[src/rtl/vram_pkg.sv]
// Shared types and constants for the VRAM arbiter: read FSM states and the
// {video, cpu} routing tag carried alongside every issued RAM operation.
package vram_pkg;

  localparam int unsigned VramAddrW = 17;

  typedef enum logic [1:0] {
    RIdle,
    RWait,
    RIssue,
    RDone
  } rd_state_e;

  typedef logic [1:0] tag_t;

  localparam tag_t TagNone = 2'b00;
  localparam tag_t TagCpu  = 2'b01;
  localparam tag_t TagVid  = 2'b10;

endpackage

[src/rtl/vram_wfifo.sv]
// Posted-write FIFO: power-of-two depth, registered full/empty flags, no
// bypass, so a pushed entry is visible at the head one cycle later.
module vram_wfifo #(
  parameter int unsigned Width = 25,
  parameter int unsigned Depth = 4
) (
  input  logic                     clk_i,
  input  logic                     rst_i,
  input  logic                     push_i,
  input  logic [Width-1:0]         wdata_i,
  input  logic                     pop_i,
  output logic [Width-1:0]         rdata_o,
  output logic                     full_o,
  output logic                     empty_o,
  output logic [$clog2(Depth):0]   count_o
);

  localparam int unsigned PtrW = $clog2(Depth);
  localparam int unsigned CntW = PtrW + 1;

  logic [Width-1:0] mem_q [Depth];
  logic [PtrW-1:0]  wptr_q, rptr_q;
  logic [CntW-1:0]  count_q, count_d;
  logic             full_q, empty_q;
  logic             do_push, do_pop;

  assign do_push = push_i && !full_q;
  assign do_pop  = pop_i && !empty_q;

  always_comb begin
    count_d = count_q;
    if (do_push && !do_pop) begin
      count_d = count_q + CntW'(1);
    end else if (do_pop && !do_push) begin
      count_d = count_q - CntW'(1);
    end
  end

  always_ff @(posedge clk_i) begin
    if (rst_i) begin
      wptr_q  <= '0;
      rptr_q  <= '0;
      count_q <= '0;
      full_q  <= 1'b0;
      empty_q <= 1'b1;
    end else begin
      // Pointers wrap naturally because Depth is a power of two.
      if (do_push) wptr_q <= wptr_q + PtrW'(1);
      if (do_pop)  rptr_q <= rptr_q + PtrW'(1);
      count_q <= count_d;
      full_q  <= (count_d == CntW'(Depth));
      empty_q <= (count_d == '0);
    end
  end

  always_ff @(posedge clk_i) begin
    if (do_push) mem_q[wptr_q] <= wdata_i;
  end

  assign rdata_o = mem_q[rptr_q];
  assign full_o  = full_q;
  assign empty_o = empty_q;
  assign count_o = count_q;

endmodule

[src/rtl/vram_arbiter.sv]
// Single-port VRAM arbiter: fixed-latency video reads, posted CPU writes via a
// small FIFO, and CPU reads ordered behind any pending writes.
module vram_arbiter
  import vram_pkg::*;
#(
  parameter int unsigned ADDR_W = VramAddrW,
  parameter int unsigned WDEPTH = 4
) (
  input  logic              clock,
  input  logic              reset,
  input  logic              v_req,
  input  logic [ADDR_W-1:0] v_addr,
  output logic [7:0]        v_data,
  output logic              v_valid,
  input  logic              c_wr,
  output logic              c_wready,
  input  logic              c_rd,
  input  logic [ADDR_W-1:0] c_addr,
  input  logic [7:0]        c_wdata,
  output logic [7:0]        c_rdata,
  output logic              c_rvalid,
  output logic [ADDR_W-1:0] mem_addr,
  output logic [7:0]        mem_wdata,
  output logic              mem_we,
  input  logic [7:0]        mem_rdata
);

  localparam int unsigned CntW = $clog2(WDEPTH) + 1;

  logic              fifo_full, fifo_empty, push, pop, cpu_rd_issue;
  logic [ADDR_W+7:0] fifo_head;
  logic [CntW-1:0]   fifo_count;

  rd_state_e         rd_state_q;
  tag_t              tag_d, tag1_q, tag2_q;
  logic [ADDR_W-1:0] mem_addr_d, mem_addr_q;
  logic [7:0]        mem_wdata_d, mem_wdata_q, v_data_q, c_rdata_q;
  logic              mem_we_d, mem_we_q, v_valid_q, c_rvalid_q;

  assign c_wready = (fifo_count < CntW'(WDEPTH));
  assign push     = c_wr && !fifo_full;

  vram_wfifo #(
    .Width (ADDR_W + 8),
    .Depth (WDEPTH)
  ) u_wfifo (
    .clk_i   (clock),
    .rst_i   (reset),
    .push_i  (push),
    .wdata_i ({c_addr, c_wdata}),
    .pop_i   (pop),
    .rdata_o (fifo_head),
    .full_o  (fifo_full),
    .empty_o (fifo_empty),
    .count_o (fifo_count)
  );

  // Requiring an empty FIFO for the CPU read is what gives read-after-write order.
  assign cpu_rd_issue = (rd_state_q == RWait) && fifo_empty && !v_req;
  assign pop          = !v_req && !fifo_empty;

  always_comb begin
    mem_addr_d  = mem_addr_q;
    mem_wdata_d = mem_wdata_q;
    mem_we_d    = 1'b0;
    tag_d       = TagNone;
    if (v_req) begin
      mem_addr_d = v_addr;
      tag_d      = TagVid;
    end else if (cpu_rd_issue) begin
      mem_addr_d = c_addr;
      tag_d      = TagCpu;
    end else if (pop) begin
      mem_addr_d  = fifo_head[ADDR_W+7:8];
      mem_wdata_d = fifo_head[7:0];
      mem_we_d    = 1'b1;
    end
  end

  always_ff @(posedge clock) begin
    if (reset) begin
      mem_addr_q  <= '0;
      mem_wdata_q <= '0;
      mem_we_q    <= 1'b0;
      tag1_q      <= TagNone;
      tag2_q      <= TagNone;
      v_valid_q   <= 1'b0;
      v_data_q    <= '0;
    end else begin
      mem_addr_q  <= mem_addr_d;
      mem_wdata_q <= mem_wdata_d;
      mem_we_q    <= mem_we_d;
      // tag2_q lines up with mem_rdata for the operation that produced it.
      tag1_q      <= tag_d;
      tag2_q      <= tag1_q;
      v_valid_q   <= (tag2_q == TagVid);
      if (tag2_q == TagVid) v_data_q <= mem_rdata;
    end
  end

  always_ff @(posedge clock) begin
    if (reset) begin
      rd_state_q <= RIdle;
      c_rvalid_q <= 1'b0;
      c_rdata_q  <= '0;
    end else begin
      c_rvalid_q <= 1'b0;
      unique case (rd_state_q)
        RIdle:  if (c_rd) rd_state_q <= RWait;
        RWait:  if (cpu_rd_issue) rd_state_q <= RIssue;
        RIssue: begin
          if (tag2_q == TagCpu) begin
            rd_state_q <= RDone;
            c_rvalid_q <= 1'b1;
            c_rdata_q  <= mem_rdata;
          end
        end
        RDone:  rd_state_q <= RIdle;
      endcase
    end
  end

  assign mem_addr  = mem_addr_q;
  assign mem_wdata = mem_wdata_q;
  assign mem_we    = mem_we_q;
  assign v_data    = v_data_q;
  assign v_valid   = v_valid_q;
  assign c_rdata   = c_rdata_q;
  assign c_rvalid  = c_rvalid_q;

endmodule
[config.mk]
export PLATFORM = sky130hd
export DESIGN_NAME = vram_arbiter
export DESIGN_NICKNAME = d
export VERILOG_FILES = /design/src/rtl/vram_pkg.sv /design/src/rtl/vram_wfifo.sv /design/src/rtl/vram_arbiter.sv
export SDC_FILE = /design/constraint.sdc
export NUM_CORES = 1
export LEC_CHECK = 0
export CORE_ASPECT_RATIO = 0.5
export CORE_MARGIN = 2
export CORE_UTILIZATION = 53
export DETAILED_ROUTE_END_ITERATION = 6
export MAX_ROUTING_LAYER = met4
export PLACE_DENSITY = 0.81
export SETUP_SLACK_MARGIN = 0.5
export SLEW_MARGIN = 10
export SYNTH_ARGS = -nofsm -noshare
export SYNTH_HDL_FRONTEND = slang
export SYNTH_SLANG_ARGS = --single-unit
[constraint.sdc]
create_clock -name clock -period 2.3 [get_ports clock]
set_input_delay 0.46 -clock clock [delete_from_list [all_inputs] [get_ports clock]]
set_output_delay 0.46 -clock clock [all_outputs]
set_load 0.005 [all_outputs]
==> impl_metrics.toml, run 1 <==
[floorplanning]
num_rows = 27
start_util_pct = 55.6
die_height_um = 80.8
die_area_mm2 = 0.0127
core-area_mm2 = 0.0112
io_pins = 100
die_x_um = 158

[global_routing]
grt_pass1_wl_mm = 20.1
grt_pass1_vias = 3835
antenna_found_initial = 0
grt_util_met3_pct = 5.44
globalRouteMet1Util_pct = 28.1
grt_overflow = 0
grt_usage_pct = 22.2
grt_max_degree = 38
top_usage_layer = "met2"
grtUsageMet2_pct = 35.7

[sta]
slew_headroom_pct = 61.0
tightest_slew_ns = 0.583
final_hold_viol_count = 0
fin_crit_ns = 1.76
rsz0062_at_grt = "true"
drv_slew = 0
worst_slack_ns = 0.542
fin_crit_sh_pct = 76.4
max_freq_mhz = 569
finalSetupTns_ns = 0
clock_skew_ns = 0.00715
setup_viol = 0

[power]
power_density_mw_per_mm2 = 953
p_leak_nw = 2.80
pwr-share-seq_pct = 45.6
ir_drop_mv = 0.544
switching_share_pct = 25.9
p_switching_mw = 1.98
power_frac_comb_pct = 19.5
clkPwrFrac_pct = 34.9
intPower_mw = 5.66

[synthesis]
synth_top_area_cell = "edfxtp_1"
synth_cells = 438
syn_nets = 502
syn_avg_cell_area_um2 = 14.3
ys_ff_latch = 161
synth_edf_count = 100
synthTopCellsByArea = "edfxtp_1, dfxtp_1, mux4_2"
yosys_warnings = 0
synth.most_common_cell = "edfxtp_1"
ys_seq_area_share_pct = 67.6
syn_area_mm2 = 0.00625
netlist.area_leader.share_pct = 48.0
synth_commonest_cells = "edfxtp_1, dfxtp_1, nand2_1"
synthFlopType = "edfxtp_1"
synth_async_sr_flop_share_pct = 0
synthDistinctLibCells = 36

[worst_hold_path]
hold_path_class = "reg2reg"

[drt]
via_count = 3926
wl_per_cell_um = 18.2
antenna_left = 0
drtPass1Iterations = 7
vias_per_cell = 5.48
route.detailed.drc = 1
drt-total-wl_mm = 13.0
drt_iter0_drc = 338

[setup_path]
critPathMaxStageDelay_ns = 0.53
worstPathRequired_ns = 1.84
cp_cell_sequence = "clkdlybuf4s50_1"
crit_fanout = 2
worst_ep_arrival_time_ns = 1.30
criticalPathCategory = "reg2out"
path_buf_inv = 1
worst_setup_path_start_kind = "register"
worst_setup_path_end_kind = "primary output"
crit_family = "buffers and inverters"
critPathSlowestCell = "clkdlybuf4s50_1"

[place]
place_inst = 684
dp_hpwl_mm = 8.33
portBuffers = 99
place_congestion = 0.806
place_ws_ns = 0.180

[clock_tree]
clockBufferDepth = 2
ctsHoldBuffers = 0
htree_levels = 4
root_buffer = "clkbuf_16"
clk_latency_ns = 0.42
cts_tree = "yes"
numCtsBuffers = 17
clock_sinks = 161
clk_pin_slew_worst_paths_ns = 0.06

[run_status]
status = "complete, but fails checks"
failed_checks = "design-rule violations"

[cells_and_area]
utilization_pct = 71.3
fin_cells = 716
drive_gt1_share_pct = 12.2
layout.nets = 608
area_growth_pct = 28.3
antenna_cells = 0

[flow_run]
max-cap-violations = 0
-- power by group through the flow --
stage	registers, mW	clock network [mW]	logic [mW]
floorplan	3.48	0	0.977
global placement	3.52	0	1.42
detailed placement	3.54	0	1.46
CTS	3.48	2.70	1.50
global route	3.51	2.81	1.63
finish	3.49	2.67	1.49
-- layout by cell type, fill, tap and decap left out, types with 5 or more instances in the layout --
master           netlist  routed
o21ai_0                8       7
nand2_1               54      54
ha_1                   9       8
inv_1                  9       9
a21oi_1               51      51
edfxtp_1             100     100
o21ai_1               13      14
buf_4                  3      11
dfxtp_1               61      59
nor2b_1                5       5
clkdlybuf4s50_1        0      97
mux4_1                 6       6
nor2_1                24      24
clkbuf_16              0      19
mux4_2                19      19
mux2i_1               26      26
-- layer usage --
| layer | wire length (um) | vias up |
|---|---|---|
| li1 | - | 1821 |
| met1 | 5610 | 1931 |
| met2 | 6320 | 158 |
| met3 | 936 | 16 |
| met4 | 156 | 0 |
| met5 | 0 | - |
-- final cells by class --
class / instances / area (um^2)
fill: 745 / 3230
multi-input combinational: 240 / 1830
sequential: 161 / 4230
timing repair buffer: 115 / 1160
tap: 159 / 199
inverter: 9 / 33.8
clock inverter: 7 / 48.8
clock buffer: 25 / 518
-- path summary, 6_finish.rpt --
kind | start | to | slack [ns] | depth (start not counted)
min reg2reg | tag1_q[1]$_SDFF_PP0_ | tag2_q[1]$_SDFF_PP0_ | 0.43 | 1
min | tag1_q[1]$_SDFF_PP0_ | tag2_q[1]$_SDFF_PP0_ | 0.43 | 1
max reg2reg | register | mem_addr[5]$_SDFFE_PP0P_ | 0.66 | 4
max | mem_addr[9]$_SDFFE_PP0P_ | mem_addr[9] | 0.54 | 1
-- timing repair --
action                                  4_1_cts  5_1_grt
endpoints found under the setup margin        3        5
pin swaps                                     0        0
hold endpoints to repair                      0        0
resized for setup                             2        4
setup buffers                                 0        0
-- metrics by stage --
step           area [um^2]  hold slack, ns  power (mW)
6_report              8020           0.433        7.64
5_1_grt               8020           0.453        7.95
4_1_cts               8010           0.434        7.67
3_5_place_dp          7440           0.420        5.00
3_3_place_gp          7440           0.416        4.94
2_1_floorplan         6250           0.414        4.46
-- logic make-up after synthesis --
| logic type | count (synthesis) | synth area share (%) |
|---|---|---|
| flops | 161 | 67.6 |
| simple gates | 96 | 6.53 |
| compound gates | 79 | 6.65 |
| mux | 51 | 13.5 |
| buf+inv | 37 | 3.20 |
| fa+ha+maj | 9 | 1.80 |
| xor+xnor | 5 | 0.701 |
-- sequential cells by signal (all words and copies together) (netlist names), named ones only --
| signal | flops |
|---|---|
| u_wfifo.rptr_q | 2 |
| tag1_q | 2 |
| mem_wdata | 8 |
| u_wfifo.mem_q | 100 |
| v_valid | 1 |
| u_wfifo.full_o | 1 |
| u_wfifo.wptr_q | 2 |
| u_wfifo.empty_o | 1 |
| c_rvalid | 1 |
| rd_state_q | 2 |
| mem_addr | 17 |
| v_data | 8 |
| mem_we | 1 |
| u_wfifo.count_o | 3 |
| c_rdata | 8 |
| tag2_q | 2 |
No activity file was read; power rests on OpenSTA's default activity.
==> run 2, diff against run 1 <==
Settings changed: CORE_UTILIZATION 53 to 48, PLACE_DENSITY 0.81 to 0.78.
Clock period 2.3 ns to 1.5 ns, I/O delays scaled along.
==> run 2 against run 1 <==
  * The run ends with negative setup slack left
  * Setup slack worse by 0.64 ns
  * Sequential power rose by 57%
  * Register-to-register slack got worse by 0.76 ns
  * First-iteration DRC count increased by 80%
  * Clock power grew 66%
  * Global-route usage is 6.2 points higher
==> impl_metrics.toml, run 2 (same netlist as run 1, synthesis figures left out) <==
[place]
place_inst = 721
place_congestion = 0.770
dpl_cell_area_mm2 = 0.00784
dp_hpwl_mm = 9.28
portBuffers = 99
place_ws_ns = -0.297

[power]
power_frac_comb_pct = 30.5
power_density_mw_per_mm2 = 1450
p_leak_nw = 3.72
power_mw = 14.3
ir_drop_mv = 0.703
pwr-share-seq_pct = 38.5
intPower_mw = 10.0
p_switching_mw = 4.22
clkPwrFrac_pct = 31.0
switching_share_pct = 29.6

[global_routing]
grt_usage_pct = 28.5
grt_pass1_wl_mm = 27.5
grt_pass1_vias = 4709
grt_max_degree = 32
grt_overflow = 0
antenna_found_initial = 0

[floorplanning]
die_height_um = 84.7
io_pins = 100
die_area_mm2 = 0.0140
num_rows = 29
start_util_pct = 49.2
die_x_um = 165
core-area_mm2 = 0.0127

[cells_and_area]
final_cell_mix = "edfxtp_1, buf_6, clkdlybuf4s50_1, buf_4"
final_common_cell = "edfxtp_1"
regMostFlops = "u_wfifo.mem_q"
largest_reg_flops = 100
drive_gt1_share_pct = 52.0
layout.nets = 713
antenna_cells = 0
area_growth_pct = 57.6
utilization_pct = 77.6
fin_area_mm2 = 0.00985
fin_cells = 831

[setup_path]
cp_cell_sequence = "buf_12 > buf_16 > mux4_2 > o21ai_1 > a21oi_1"
path_buf_inv = 2
crit_fanout = 5
worstPathRequired_ns = 1.83
critPathSlowestCell = "mux4_2"
worst_setup_path_start_kind = "register"
criticalPathCategory = "reg2reg"
worst_setup_path_end_kind = "register"
crit_family = "multiplexers"
worst_ep_arrival_time_ns = 1.92
critPathMaxStageDelay_ns = 0.54

[drt]
top_layer_used = "met4"
drt_iter0_drc = 607
route.detailed.drc = 0
wl_met2_mm = 10.2
drtPass1Iterations = 4
wl_met3_mm = 2.19
wl_per_cell_um = 26.2
vias_per_cell = 6.01
antenna_left = 0
via_count = 4996
wl_met1_mm = 8.29
drt-total-wl_mm = 21.8

[clock_tree]
numCtsBuffers = 17
htree_levels = 4
clk_pin_slew_worst_paths_ns = 0.08
clock_sinks = 161
cts_tree = "yes"
ctsHoldBuffers = 0
root_buffer = "clkbuf_16"
clockBufferDepth = 2
clk_latency_ns = 0.45

[run_status]
failed_checks = "negative setup slack"
status = "complete, but fails checks"

[sta]
setup_viol = 22
fin_crit_sh_pct = 106
tightest_slew_ns = 0.609
worst_slack_ns = -0.0951
fin_crit_ns = 1.60
finalSetupTns_ns = -0.464
whs_ns = 0.297
rsz0062_at_grt = "true"
drv_slew = 0
max_freq_mhz = 627
final_hold_viol_count = 0
slew_headroom_pct = 59.4
clock_skew_ns = 0.0156

[flow_run]
max-cap-violations = 0

[worst_hold_path]
hold_path_class = "in2reg"
==> run 2: changes by cell type in the layout (fill, tap and decap cells not counted), sizes merged <==
cell / previous run / this run
clkbuf: 25 / 23
buf: 17 / 164
clkdlybuf4s15: 0 / 1
inv: 10 / 12
clkdlybuf4s50: 97 / 51
bufinv: 0 / 2
clkinvlp: 4 / 3
clkinv: 2 / 3
==> run 2: what timing repair did <==
item,4_1_cts,5_1_grt
endpoints found under the setup margin,193,201
setup buffers,35,27
cloned,14,3
endpoints found under the hold margin,0,0
pin swaps,10,28
gates resized for setup,290,100
==> run 2: worst paths after layout <==
kind / slack, ns / endpoint / cells past startpoint / from
max reg2reg: -0.1 / mem_addr[2]$_SDFFE_PP0P_ / 5 / register
min: 0.30 / rd_state_q[0]$_SDFFE_PP0P_ / 3 / v_req
max: -0.1 / mem_addr[2]$_SDFFE_PP0P_ / 5 / register
min reg2reg: 0.44 / tag2_q[1]$_SDFF_PP0_ / 1 / tag1_q[1]$_SDFF_PP0_
==> run 2: cell type report <==
class	instances	area [um^2]
Clock inverter	11	130
Timing Repair Buffer	220	2560
Multi-Input combinational cell	240	2160
Tap cell	170	213
Inverter	9	38.8
Fill cell	652	2850
Sequential cell	161	4310
Clock buffer	20	447
==> run 2: routing by layer <==
metal | track usage (%) | vias up
met5 | - | -
met4 | 12.6 | 0
met3 | 5.78 | 90
met2 | 45.4 | 400
met1 | 35.6 | 2472
li1 | - | 2034
==> run 2: power groups by stage <==
stage	Combinational [mW]	Clock, mW	Sequential [mW]
2_1_floorplan	1.72	0	5.37
5_1_grt	4.54	4.62	5.51
6_report	4.35	4.43	5.49
3_3_place_gp	2.55	0	5.41
4_1_cts	3.25	4.32	5.40
3_5_place_dp	2.61	0	5.43
==> run 2: worst reg2reg max path: stages, from the launching register on <==
cell and delay, ns:
dfxtp_4 0.38, buf_12 0.13, buf_16 0.13, mux4_2 0.54, o21ai_1 0.19, a21oi_1 0.12
==> run 3, diff against run 2 <==
Settings changed: CORE_UTILIZATION 48 to 53, PLACE_DENSITY 0.78 to 0.81.
Clock period 1.5 ns to 1.47 ns, I/O delays scaled along.
==> run 3 against run 2 <==
  * The flow finishes with violations (design-rule violations, negative setup slack)
  * Wire length increased by 2.3%
  * Sequential cell count unchanged
  * Hold slack got worse by 0.12 ns
  * Count of clock-buffer cells in the layout unchanged
  * Largest power group unchanged
  * Critical path type unchanged
  * Core utilization increased by 8.9 points
  * Clock skew decreased by 0.0012 ns
  * Global-route usage increased by 3.9 points
  * Clock power increased by 6.8%
  * Power increased by 4.0%
  * Largest cell class unchanged
==> impl_metrics.toml, run 3 (same netlist as run 1, synthesis figures left out) <==
[floorplanning]
io_pins = 100
die_area_mm2 = 0.0127
die_x_um = 158
start_util_pct = 55.6
num_rows = 27
core-area_mm2 = 0.0112
die_height_um = 80.8

[flow_run]
max-cap-violations = 0

[clock_tree]
clock_sinks = 161
root_buffer = "clkbuf_16"
ctsHoldBuffers = 0
clockBufferDepth = 2
cts_tree = "yes"
clk_latency_ns = 0.45
clk_pin_slew_worst_paths_ns = 0.07
numCtsBuffers = 17
htree_levels = 4

[place]
dp_hpwl_mm = 9.08
portBuffers = 99
place_congestion = 0.772
place_inst = 709

[global_routing]
grt_overflow = 0
grt_max_degree = 33
grt_usage_pct = 32.4
grt_pass1_wl_mm = 28.1
antenna_found_initial = 0
grt_pass1_vias = 4741

[setup_path]
worstPathRequired_ns = 1.77
worst_setup_path_end_kind = "register"
reg2reg_from = "u_wfifo.full_o$_SDFF_PP0_"
rr_worst_depth = 6
worst_ep_arrival_time_ns = 1.85
rrSetupSlack_ns = -0.09
rr_endpoint = "u_wfifo.count_o[1]$_SDFF_PP0_"
crit_fanout = 7
worst_setup_path_start_kind = "register"
criticalPathCategory = "reg2reg"

[power]
p_switching_mw = 4.44
clkPwrFrac_pct = 31.9
ir_drop_mv = 1.11
switching_share_pct = 30.0
pwr-share-seq_pct = 37.8
intPower_mw = 10.4
power_mw = 14.8
power_density_mw_per_mm2 = 1530
power_frac_comb_pct = 30.4
p_leak_nw = 3.68

[sta]
drv_slew = 0
clock_skew_ns = 0.0144
whs_ns = 0.175
fin_crit_ns = 1.56
max_freq_mhz = 642
worst_slack_ns = -0.0874
fin_crit_sh_pct = 106
slew_headroom_pct = 70.8
rsz0062_at_grt = "true"
final_hold_viol_count = 0
setup_viol = 19
tightest_slew_ns = 0.434

[run_status]
failed_checks = "design-rule violations, negative setup slack"
status = "complete, but fails checks"

[cells_and_area]
final_cell_mix = "edfxtp_1, buf_6, clkdlybuf4s50_1, dfxtp_2, nand2_1"
drive_gt1_share_pct = 51.4
utilization_pct = 86.5
layout.nets = 701
regMostFlops = "u_wfifo.mem_q"
fin_cells = 809
largest_reg_flops = 100
antenna_cells = 0
final_common_cell = "edfxtp_1"
area_growth_pct = 55.6

[drt]
route.detailed.drc = 2
wl_per_cell_um = 27.5
drtPass1Iterations = 7
via_count = 5043
vias_per_cell = 6.23
drt-total-wl_mm = 22.3
drt_iter0_drc = 595
antenna_left = 0

[worst_hold_path]
min_from = "reset"
hold_path_class = "in2reg"
hold_path_end = "u_wfifo.full_o$_SDFF_PP0_"
hold_depth = 2
## run 3: area by class of cell
class                           count  area, um^2
Sequential cell                   161        4310
Timing Repair Buffer              208        2440
Multi-Input combinational cell    240        2150
Fill cell                         449        1520
Clock buffer                       20         437
Tap cell                          159         199
Clock inverter                     12         155
Inverter                            9        38.8
## run 3: worst max-delay path by stage
stage,end,from,depth (start not counted),slack [ns]
after detailed placement,u_wfifo.empty_o$_SDFF_PP1_,v_req,6,-0.29
after CTS,mem_addr[4]$_SDFFE_PP0P_,register,4,-0.00006
after global routing,mem_addr[15]$_SDFFE_PP0P_,rd_state_q[1]$_SDFFE_PP0P_,7,-0.11
after floorplan,mem_addr[7]$_SDFFE_PP0P_,register,5,0.09
final,u_wfifo.count_o[1]$_SDFF_PP0_,u_wfifo.full_o$_SDFF_PP0_,6,-0.09
after global placement,u_wfifo.mem_q[2][17]$_DFFE_PP_,c_wr,5,-0.28
## run 3: timing repair
action	4_1_cts	5_1_grt
cloned	10	2
setup endpoints to repair	195	203
buffers inserted	36	20
resized for setup	302	74
pin swaps	22	27
## run 3: power by group through the flow
| stage | Combinational [mW] | Clock [mW] | Sequential, mW |
|---|---|---|---|
| 2_1_floorplan | 1.76 | 0 | 5.49 |
| 3_3_place_gp | 2.58 | 0 | 5.52 |
| 3_5_place_dp | 2.66 | 0 | 5.54 |
| 4_1_cts | 3.57 | 4.53 | 5.53 |
| 5_1_grt | 4.67 | 4.88 | 5.63 |
| 6_report | 4.51 | 4.73 | 5.60 |
## run 3: routing by layer
layer / vias up / GRT usage (%) / share of wire, %
met2: 450 / 51.0 / 47
met5: - / - / 0
li1: 2016 / - / -
met4: 0 / 14.8 / 4.6
met1: 2459 / 40.0 / 37
met3: 118 / 8.80 / 12
## run 3: through the flow
stage | TNS, ns | instance area [um^2] | setup slack (ns)
after floorplan | 0 | 6410 | 0.0904
after global placement | -31.11 | 7850 | -0.278
after detailed placement | -33.20 | 7850 | -0.288
after CTS | -0.0000607 | 9230 | -0.0000607
after global routing | -1.30 | 9730 | -0.108
final | -0.626 | 9730 | -0.0874
## run 3: critical path, stage by stage, from the launching register on
cell      delay, ns
dfxtp_2        0.33
nor2b_2        0.15
buf_6          0.17
buf_6          0.11
buf_6          0.11
o21ai_1        0.10
a311oi_1       0.45
